==> config.mk <==
export PLATFORM = sky130hd
export DESIGN_NAME = sort_host
export DESIGN_NICKNAME = d
export VERILOG_FILES = /design/src/rtl/sort_host.sv
export SDC_FILE = /design/constraint.sdc
export NUM_CORES = 1
export LEC_CHECK = 0
export BUFFER_PORTS_ARGS = -buffer_cell sky130_fd_sc_hd__buf_2
export CAP_MARGIN = 30
export CELL_PAD_IN_SITES_DETAIL_PLACEMENT = 1
export CELL_PAD_IN_SITES_GLOBAL_PLACEMENT = 2
export CORE_MARGIN = 2
export CORE_UTILIZATION = 29
export CTS_BUF_LIST = sky130_fd_sc_hd__clkbuf_8
export DETAILED_ROUTE_END_ITERATION = 6
export PLACE_DENSITY = 0.84
export SYNTH_ARGS = -nofsm -noshare
export SYNTH_HDL_FRONTEND = slang
export SYNTH_SLANG_ARGS = --single-unit
==> constraint.sdc <==
create_clock -name i_clk -period 1.5 [get_ports i_clk]
set_input_delay 0.075 -clock i_clk [delete_from_list [all_inputs] [get_ports i_clk]]
set_output_delay 0.075 -clock i_clk [all_outputs]
set_load 0.05 [all_outputs]
==> src/rtl/sort_host.sv <==
// Host-side driver for an 8-entry selection-sort engine: loads a frame, kicks the sorter,
// waits for completion under a timeout, then streams the sorted words out.
module sort_host #(
    parameter int WIDTH   = 8,
    parameter int DEPTH   = 8,
    parameter int AW      = 3,
    parameter int TIMEOUT = 1024
) (
    input  logic             i_clk,
    input  logic             i_rst,
    input  logic             i_in_valid,
    output logic             o_in_ready,
    input  logic [WIDTH-1:0] i_in_data,
    output logic             o_out_valid,
    input  logic             i_out_ready,
    output logic [WIDTH-1:0] o_out_data,
    output logic             o_out_last,
    output logic             o_s_wr,
    output logic             o_s_start,
    output logic [AW-1:0]    o_s_addr,
    output logic [WIDTH-1:0] o_s_datain,
    input  logic             i_s_ready,
    input  logic [WIDTH-1:0] i_s_dataout,
    output logic             o_err
);

    localparam int TW = $clog2(TIMEOUT + 1);

    typedef enum logic [2:0] {
        ST_LOAD, ST_KICK, ST_BUSY, ST_DONE, ST_RADDR, ST_RCAP, ST_OUT, ST_HALT
    } state_t;

    state_t           r_state;
    state_t           w_next;
    logic [AW-1:0]    r_wcnt;
    logic [AW-1:0]    r_rcnt;
    logic [TW-1:0]    r_tcnt;
    logic             r_s_wr;
    logic             r_s_start;
    logic [AW-1:0]    r_s_addr;
    logic [WIDTH-1:0] r_s_datain;
    logic             r_out_valid;
    logic             r_out_last;
    logic [WIDTH-1:0] r_out_data;
    logic             r_err;

    logic w_in_fire;
    logic w_wlast;
    logic w_rlast;
    logic w_timeout;

    assign o_in_ready = (r_state == ST_LOAD) && !i_rst;
    assign w_in_fire  = i_in_valid && o_in_ready;
    assign w_wlast    = (r_wcnt == AW'(DEPTH - 1));
    assign w_rlast    = (r_rcnt == AW'(DEPTH - 1));
    assign w_timeout  = (r_tcnt == TW'(TIMEOUT - 1));

    assign o_s_wr      = r_s_wr;
    assign o_s_start   = r_s_start;
    assign o_s_addr    = r_s_addr;
    assign o_s_datain  = r_s_datain;
    assign o_out_valid = r_out_valid;
    assign o_out_last  = r_out_last;
    assign o_out_data  = r_out_data;
    assign o_err       = r_err;

    always_ff @(posedge i_clk) begin
        if (i_rst) r_state <= ST_LOAD;
        else       r_state <= w_next;
    end

    always_comb begin
        w_next = r_state;
        case (r_state)
            ST_LOAD:  if (w_in_fire && w_wlast) w_next = ST_KICK;
            ST_KICK:  if (i_s_ready) w_next = ST_BUSY;
            ST_BUSY: begin
                if (w_timeout)       w_next = ST_HALT;
                else if (!i_s_ready) w_next = ST_DONE;
            end
            ST_DONE: begin
                if (w_timeout)      w_next = ST_HALT;
                else if (i_s_ready) w_next = ST_RADDR;
            end
            ST_RADDR: w_next = ST_RCAP;
            ST_RCAP:  w_next = ST_OUT;
            ST_OUT:   if (i_out_ready) w_next = w_rlast ? ST_LOAD : ST_RADDR;
            ST_HALT:  w_next = ST_HALT;
            default:  w_next = ST_LOAD;
        endcase
    end

    // Write/start strobes default low each cycle so they are single-cycle pulses.
    always_ff @(posedge i_clk) begin
        if (i_rst) begin
            r_wcnt      <= '0;
            r_rcnt      <= '0;
            r_tcnt      <= '0;
            r_s_wr      <= 1'b0;
            r_s_start   <= 1'b0;
            r_s_addr    <= '0;
            r_s_datain  <= '0;
            r_out_valid <= 1'b0;
            r_out_last  <= 1'b0;
            r_out_data  <= '0;
            r_err       <= 1'b0;
        end else begin
            r_s_wr    <= 1'b0;
            r_s_start <= 1'b0;
            case (r_state)
                ST_LOAD: begin
                    if (w_in_fire) begin
                        r_s_wr     <= 1'b1;
                        r_s_addr   <= r_wcnt;
                        r_s_datain <= i_in_data;
                        r_wcnt     <= w_wlast ? '0 : r_wcnt + 1'b1;
                    end
                end
                ST_KICK: begin
                    if (i_s_ready) begin
                        r_s_start <= 1'b1;
                        r_tcnt    <= '0;
                    end
                end
                ST_BUSY, ST_DONE: begin
                    r_tcnt <= r_tcnt + 1'b1;
                    if (w_timeout) r_err <= 1'b1;
                end
                ST_RADDR: r_s_addr <= r_rcnt;
                ST_RCAP: begin
                    r_out_data  <= i_s_dataout;
                    r_out_valid <= 1'b1;
                    r_out_last  <= w_rlast;
                end
                ST_OUT: begin
                    if (i_out_ready) begin
                        r_out_valid <= 1'b0;
                        r_out_last  <= 1'b0;
                        r_rcnt      <= w_rlast ? '0 : r_rcnt + 1'b1;
                    end
                end
                ST_HALT: r_out_valid <= 1'b0;
                default: ;
            endcase
        end
    end

endmodule
# Word-level counts from Yosys, hierarchy flattened
# Cells that the tools add are included.
# op_classes
reduce_logical,20
magnitude_cmp,0
n_eq_ne,16
mul,0
shifts,0
n_bitwise,2
div,0
muxes,20
addsub,3
# ops
operator,n
3-bit two-way mux,11
3-bit case mux with 8 select lines,1
11-bit case mux with 2 select lines,1
"3-bit == test, second input constant",6
2-bit AND reduction,7
"11-bit by 1-bit adder with 11-bit output, second input constant",1
"11-bit by 10-bit == test with 1-bit output, second input constant",1
11-bit two-way mux,1
"3-bit by 1-bit adder with 3-bit output, second input constant",2
"3-bit by 2-bit == test with 1-bit output, second input constant",2
"2-bit != test, second input constant",3
"3-bit != test, second input constant",2
3-bit case mux with 2 select lines,1
2-bit nonzero test,3
2-bit OR reduction,3
5-bit AND reduction,1
"3-bit by 1-bit == test with 1-bit output, second input constant",1
1-bit logical AND,3
3-bit logical NOT,1
1-bit two-way mux,3
1-bit case mux with 3 select lines,1
3-bit nonzero test,1
"2-bit by 1-bit != test with 1-bit output, second input constant",1
1-bit NOT,2
other kinds (2),2
# totals
latchBits,0
ramBits,0
memories,0
wordCells,73
out_inout_bits,25
input_bits,21
regBits,44
romBits,0

# Depth between registers and ports, before layout
# Gate-level depths: netlist of the first run.
# depth
depth_word,6
mapped_depth,6

# Worst setup path after synthesis of the first run
# No wires, ideal clock.
# synth_timing
path_kind,reg2reg
start,reg r_state[2]
end,"reg r_s_datain[0], in the netlist o_s_datain[0]"
path_buffers,1
required_time_ns,1.386
path_stages_with_launch,6
setup_slack_ns,-0.711
arrival_time_ns,2.097
path_cell_list,dfxtp_1 -> nor4_2 -> nand2_1 -> clkbuf_1 -> nand3b_1 -> nand2_1
# synth_via
elab_chain_cells,4
# synth_lines
element,line_no,rtl
from (decl),33,state_t r_state;
from (signal assigned),69,else r_state <= w_next;
3-bit logical NOT,52,assign o_in_ready = (r_state == ST_LOAD) && !i_rst;
1-bit logical AND,52,
net o_in_ready,12,"output logic o_in_ready,"
1-bit logical AND,53,assign w_in_fire = i_in_valid && o_in_ready;
2-bit AND reduction (no source line),-,
to (signal assigned),115,r_s_datain <= i_in_data;
to (decl),41,logic [WIDTH-1:0] r_s_datain;
# The timed path passes the listed nets, and every way through them passes these cells.
# A chain may end at the register's enable or synchronous reset.

# Final worst setup path of the first run
# layout_timing
start,reg r_state[1]
end,reg r_state[0]
# layout_via
elab_chain_cells,6
elab_cells_between_ends,18
# layout_lines
element,line_no,rtl
3-bit logical NOT,"52, 74",
1-bit logical AND,52,
1-bit logical AND,53,
1-bit logical AND,75,ST_LOAD: if (w_in_fire && w_wlast) w_next = ST_KICK;
2-bit by 1-bit != test with 1-bit output (no source line),-,
5-bit AND reduction (no source line),-,
# Several ways; a longest one is shown, not always the timed one.

==> results.py, run 1 <==
metrics = {
    "timing": {
        "rsz0062_at_grt": "yes",
        "holdWs_ns": 0.006446,
        "final.setup.tns_ns": -0.008670,
        "setup_viol_count_final": 1,
        "layout_worst_path_cycle_share_pct": 100.6,
        "finalWorstSetupSlack_ns": -0.008670,
        "clock_skew_ns": 0.009260,
        "tightest_slew_ns": 0.4069,
        "slew_violations": 0,
        "finalHoldViolations": 0,
        "slew_headroom_pct": 72.88,
        "max_freq_ghz": 0.6628,
        "min_period_ns": 1.509,
    },
    "global_routing": {
        "grt_util_all_layers_pct": 15.30,
        "grt_pass1_vias": 1871,
        "gr-total-overflow": 0,
        "antenna_found_initial": 0,
        "grt_pass1_wl_um": 8942,
        "grt_max_degree": 39,
    },
    "worst_setup_path": {
        "r2r_slack_ns": -0.009,
        "cp_cell_sequence": "or4b_4, o31a_1, o21a_4, a21o_1, a21oi_2",
        "crit_path_start_kind": "flip-flop",
        "slowest_stage": "or4b_4",
        "reg2reg_to": "r_state[0]$_SDFFE_PP0P_",
        "cp_slowest_stage_delay_ns": 0.52,
        "cp.depth": 5,
        "startpoint": "r_state[1]$_SDFFE_PP0P_",
        "crit_family": "compound AO/OA/AOI/OAI gates",
        "worstPathArrival_ns": 1.74,
        "path_max_fanout": 4,
        "reg2regPathDepth": 5,
        "cp-endpoint": "r_state[0]$_SDFFE_PP0P_",
        "critPathBufInv": 0,
        "crit_type": "reg2reg",
        "worstPathRequired_ns": 1.73,
        "rr_startpoint": "r_state[1]$_SDFFE_PP0P_",
        "endpoint_kind": "flip-flop",
    },
    "cts": {
        "cts.path.max_buffers": 2,
        "cts_tree": "yes",
        "clkSinkCount": 44,
        "cts_buffers": 5,
        "clkLatencyLatePin_ns": 0.30,
        "clkTransAtPathRegs_ns": 0.09,
        "cts_root_buf": "clkbuf_8",
        "h-tree-depth": 2,
    },
    "drt": {
        "postRouteAntennaNets": 0,
        "totalWireLength_um": 5463,
        "wl_met2_um": 2799,
        "via_count": 1870,
        "drt-initial-drc-count": 101,
        "wl_per_cell_um": 14.38,
        "drc_errors": 0,
        "dr.max_layer_used": "met4",
        "drtPass1Iterations": 4,
        "routed-wl-met3_um": 194,
        "post_drt_via_cell_ratio": 4.921,
        "wl_met1_um": 2379,
    },
    "floorplanning": {
        "io-pin-count": 46,
        "fp.dieH_um": 84.64,
        "rows": 29,
        "die_area_um2": 7163,
        "coreArea_um2": 6314,
        "chipWidth_um": 84.64,
        "start_util_pct": 29.87,
    },
    "pwr": {
        "power_frac_clock_pct": 29.5,
        "switching_share_pct": 33.86,
        "intPower_mw": 2.092,
        "pwr-share-seq_pct": 42.0,
        "p_switching_mw": 1.071,
        "p_per_area_nw_per_um2": 1185,
        "p_leak_nw": 1.163,
        "ir_drop_v": 0.0005503,
        "p_total_mw": 3.163,
        "comb_power_share_pct": 28.5,
    },
    "job": {
        "drv_cap": 0,
    },
    "synthesis": {
        "synth.avg_cell_area_um2": 8.418,
        "ys_seq_area_share_pct": 46.72,
        "ys_types": 39,
        "synth-edff-count": 0,
        "yosysWarnings": 0,
        "synth_fp_nets": 250,
        "synth_cells": 224,
        "async_flop_share_pct": 0,
        "ys_ff_latch": 44,
        "ys.flop_type": "dfxtp_1",
        "netlist_area_um2": 1886,
    },
    "layout": {
        "final_cell_count_no_fill": 380,
        "post-route-util_pct": 42.27,
        "antenna_cells": 0,
        "layout-drive-gt1-share_pct": 35.97,
        "design_area_um2": 2669,
        "syn_to_final_growth_pct": 41.54,
        "nNetsFinal": 328,
    },
    "worst_hold_path": {
        "hp-class": "in2reg",
    },
    "status": {
        "violations": "negative setup slack",
        "status": "finished, violations left",
    },
    "placed_design": {
        "gp_congestion": 0.8205,
        "pre_cts_ws_ns": 0.007338,
        "io_buffers": 45,
        "placed_cell_area_um2": 2357,
        "dp_hpwl_um": 3540,
        "place_inst": 358,
    },
}
==> registers in the layout (all words and copies together), names as in the netlist <==
signal / cells
r_wcnt: 3
o_out_valid: 1
o_s_wr: 1
o_s_datain: 8
o_s_start: 1
o_s_addr: 3
o_err: 1
o_out_data: 8
o_out_last: 1
r_tcnt: 11
r_rcnt: 3
r_state: 3
==> layer usage <==
layer | GRT usage (%) | vias up
li1 | - | 929
met2 | 26.06 | 36
met1 | 19.11 | 897
met3 | 3.638 | 8
met4 | 4.762 | 0
met5 | 0 | -
==> area by class of cell <==
type	instances	area, um^2
fill	788	3645
multi-input combinational	166	1015
sequential	44	895.9
timing repair buffer	82	531.8
tap	77	96.34
clock buffer	5	68.82
clock inverter	3	47.55
inverter	3	13.76
==> worst min-delay path by stage <==
stage	slack [ns]	cells after the start	from	to
2_1_floorplan	0.17	2	i_in_data[0]	o_s_datain[0]$_SDFFE_PP0P_
3_3_place_gp	0.26	3	i_in_data[2]	o_s_datain[2]$_SDFFE_PP0P_
3_5_place_dp	0.26	3	i_in_data[6]	o_s_datain[6]$_SDFFE_PP0P_
4_1_cts	0.0004	3	i_s_dataout[2]	o_out_data[2]$_SDFFE_PP0P_
5_1_grt	0.002	3	i_s_dataout[6]	o_out_data[6]$_SDFFE_PP0P_
6_report	0.006	3	i_s_dataout[2]	o_out_data[2]$_SDFFE_PP0P_
==> power by group through the flow <==
| stage | Sequential [mW] | Combinational [mW] | Clock (mW) |
|---|---|---|---|
| after floorplan | 1.54 | 0.365 | 0 |
| after global placement | 1.35 | 0.809 | 0 |
| after detailed placement | 1.36 | 0.825 | 0 |
| after CTS | 1.33 | 0.869 | 0.968 |
| after global routing | 1.34 | 0.979 | 1.02 |
| final | 1.33 | 0.900 | 0.933 |
==> synthesized netlist by cell type (2+ instances only) <==
| library cell | instances | share of area, % |
|---|---|---|
| dfxtp_1 | 44 | 47 |
| nand3_1 | 6 | 1.6 |
| ha_1 | 5 | 3.3 |
| nand3b_1 | 11 | 4.4 |
| or3_1 | 2 | 0.66 |
| inv_2 | 3 | 0.60 |
| a311oi_1 | 4 | 1.9 |
| xor2_1 | 8 | 3.7 |
| buf_2 | 3 | 0.80 |
| nor4_2 | 2 | 1.3 |
| mux2i_1 | 3 | 1.6 |
| o21ai_0 | 2 | 0.53 |
| clkbuf_1 | 8 | 1.6 |
| nor3_1 | 2 | 0.53 |
| nand2_1 | 55 | 11 |
| a21oi_2 | 2 | 0.93 |
| nand4_1 | 5 | 1.7 |
| a21oi_1 | 17 | 4.5 |
| nor2_1 | 22 | 4.4 |
==> cell families after synthesis <==
logic type / Yosys count / synth area share (%)
AO/OA/AOI/OAI: 38 / 13.27
buffers and inverters: 14 / 2.986
XOR/XNOR: 8 / 3.716
multiplexers: 3 / 1.593
flip-flops: 44 / 46.72
AND/OR/NAND/NOR: 112 / 28.40
adder cells (fa/ha/maj): 5 / 3.318
==> layout by cell type (no fill, tap or decap), types with 2 or more instances in the layout <==
cell,instances
nand2_1,54
buf_2,44
dfxtp_1,36
buf_4,28
nor2_1,21
a21oi_1,17
nand3b_1,11
dlygate4sd3_1,9
xor2_1,8
nand3_1,6
dfxtp_2,6
nand4_1,5
clkbuf_8,5
ha_1,4
mux2i_1,3
nor4_4,2
inv_2,2
nor3_1,2
a21oi_2,2
a311oi_1,2
a311oi_2,2
o21ai_0,2
clkinv_4,2
dfxtp_4,2
==> tightest hold or removal path: stages <==
cell and delay [ns]:
buf_2 0.10, nand2_1 0.04, a21oi_1 0.05
==> what timing repair did <==
item,CTS,global route
hold buffers,9,0
setup buffers,3,2
gates resized for setup,3,18
setup endpoints to repair,3,18
pin swaps,3,5
endpoints found under the hold margin,9,0
No activity file was read; power rests on OpenSTA's default activity.
==> run 2, diff against run 1 <==
--- a/config.mk
+++ b/config.mk
@@ -14,6 +14,7 @@
 export CTS_BUF_LIST = sky130_fd_sc_hd__clkbuf_8
 export DETAILED_ROUTE_END_ITERATION = 6
 export PLACE_DENSITY = 0.84
+export SETUP_SLACK_MARGIN = 0.2
 export SYNTH_ARGS = -nofsm -noshare
 export SYNTH_HDL_FRONTEND = slang
 export SYNTH_SLANG_ARGS = --single-unit
==> results.py, run 2 (same netlist as run 1, synthesis figures left out) <==
metrics = {
    "floorplanning": {
        "chipWidth_um": 84.64,
        "io-pin-count": 46,
        "rows": 29,
        "die_area_um2": 7163,
        "fp.dieH_um": 84.64,
        "start_util_pct": 29.87,
        "coreArea_um2": 6314,
    },
    "drt": {
        "post_drt_via_cell_ratio": 5.003,
        "drt-initial-drc-count": 51,
        "totalWireLength_um": 5624,
        "wl_per_cell_um": 14.38,
        "postRouteAntennaNets": 0,
        "drc_errors": 0,
        "via_count": 1956,
        "drtPass1Iterations": 4,
    },
    "cts": {
        "clkSinkCount": 44,
        "h-tree-depth": 2,
        "clkTransAtPathRegs_ns": 0.08,
        "cts_root_buf": "clkbuf_8",
        "clkLatencyLatePin_ns": 0.30,
        "cts.path.max_buffers": 2,
        "cts_buffers": 5,
        "cts_tree": "yes",
    },
    "status": {
        "status": "finished, violations left",
        "violations": "negative setup slack",
    },
    "timing": {
        "holdWs_ns": 0.01113,
        "slew_violations": 0,
        "final.setup.tns_ns": -0.004075,
        "setup_viol_count_final": 1,
        "finalWorstSetupSlack_ns": -0.004075,
        "rsz0062_at_grt": "yes",
        "slew_headroom_pct": 73.43,
        "min_period_ns": 1.504,
        "layout_worst_path_cycle_share_pct": 100.3,
        "tightest_slew_ns": 0.3986,
        "finalHoldViolations": 0,
        "max_freq_ghz": 0.6649,
        "clock_skew_ns": 0.004793,
    },
    "layout": {
        "final_cell_count_no_fill": 391,
        "final_cell_mix": "nand2_1, buf_2, dfxtp_1",
        "design_area_um2": 2890,
        "syn_to_final_growth_pct": 53.28,
        "registers.top_by_ff_count": "r_tcnt",
        "antenna_cells": 0,
        "nNetsFinal": 339,
        "final_common_cell": "nand2_1",
        "layout-drive-gt1-share_pct": 41.40,
        "largest_reg_flops": 11,
    },
    "pwr": {
        "ir_drop_v": 0.0006377,
        "p_per_area_nw_per_um2": 1072,
        "p_leak_nw": 1.268,
    },
    "placed_design": {
        "placed_cell_area_um2": 2331,
        "io_buffers": 45,
        "place_inst": 352,
        "gp_congestion": 0.7626,
        "dp_hpwl_um": 3519,
    },
    "global_routing": {
        "grt_pass1_vias": 1975,
        "grt_pass1_wl_um": 9308,
        "gr-total-overflow": 0,
        "antenna_found_initial": 0,
        "grt_util_all_layers_pct": 16.31,
        "grt_max_degree": 39,
    },
    "worst_setup_path": {
        "worstPathArrival_ns": 1.74,
        "worstPathRequired_ns": 1.73,
        "crit_path_start_kind": "flip-flop",
        "endpoint_kind": "flip-flop",
        "crit_type": "reg2reg",
        "path_max_fanout": 5,
    },
    "job": {
        "drv_cap": 0,
    },
    "worst_hold_path": {
        "hp-class": "in2reg",
    },
}
## run 2: repair_timing
action                                 CTS  global route
setup endpoints to repair               26            39
endpoints found under the hold margin   12             0
pin swaps                               20            15
resized for setup                       29            25
hold buffers                            12             0
cloned                                   1             0
buffers inserted                        15             3
## run 2: path summary, 6_finish.rpt
| path | start | slack (ns) | depth (start not counted) | to |
|---|---|---|---|---|
| setup reg to reg | r_state[1]$_SDFFE_PP0P_ | -0.004 | 5 | r_state[0]$_SDFFE_PP0P_ |
| hold reg to reg | o_out_data[4]$_SDFFE_PP0P_ | 0.45 | 2 | o_out_data[4]$_SDFFE_PP0P_ |
| hold / removal | i_s_dataout[4] | 0.01 | 3 | o_out_data[4]$_SDFFE_PP0P_ |
| setup / recovery | r_state[1]$_SDFFE_PP0P_ | -0.004 | 5 | r_state[0]$_SDFFE_PP0P_ |
## run 2: per-stage QoR
| step | setup slack [ns] | utilization (%) | total power [mW] |
|---|---|---|---|
| after floorplan | -0.1917 | - | 1.916 |
| after global placement | 0.02382 | 36.92 | 2.137 |
| after detailed placement | -0.005830 | 36.92 | 2.150 |
| after CTS | 0.01027 | 43.80 | 3.051 |
| after global routing | -0.05591 | 45.78 | 3.275 |
| final | -0.004075 | 45.78 | 3.097 |
## run 2: report_power, final
group / internal [mW] / switching (mW)
Clock: 0.363 / 0.412
Sequential: 1.27 / 0.0810
Combinational: 0.379 / 0.597
## run 2: layout make-up
| class | instances | area (um^2) |
|---|---|---|
| Clock inverter | 2 | 7.507 |
| Fill cell | 765 | 3423 |
| Tap cell | 77 | 96.34 |
| Clock buffer | 6 | 82.58 |
| Sequential cell | 44 | 898.4 |
| Multi-Input combinational cell | 167 | 1112 |
| Timing Repair Buffer | 92 | 674.4 |
| Inverter | 3 | 18.77 |
## run 2: critical path: stages, from the launching register on
cell and delay, ns:
dfxtp_2 0.36, or4b_4 0.53, o31a_1 0.12, o21a_2 0.14, a21o_1 0.17, a21oi_2 0.12
## run 2: metal layers
| layer | wire length, um | global-route usage, % | part of all wire (%) | vias to the layer above |
|---|---|---|---|---|
| li1 | - | - | - | 953 |
| met1 | 2388 | 19.64 | 42 | 954 |
| met2 | 2922 | 28.06 | 52 | 42 |
| met3 | 226 | 4.031 | 4.0 | 7 |
| met4 | 86 | 6.061 | 1.5 | 0 |
| met5 | 0 | 0 | 0 | - |
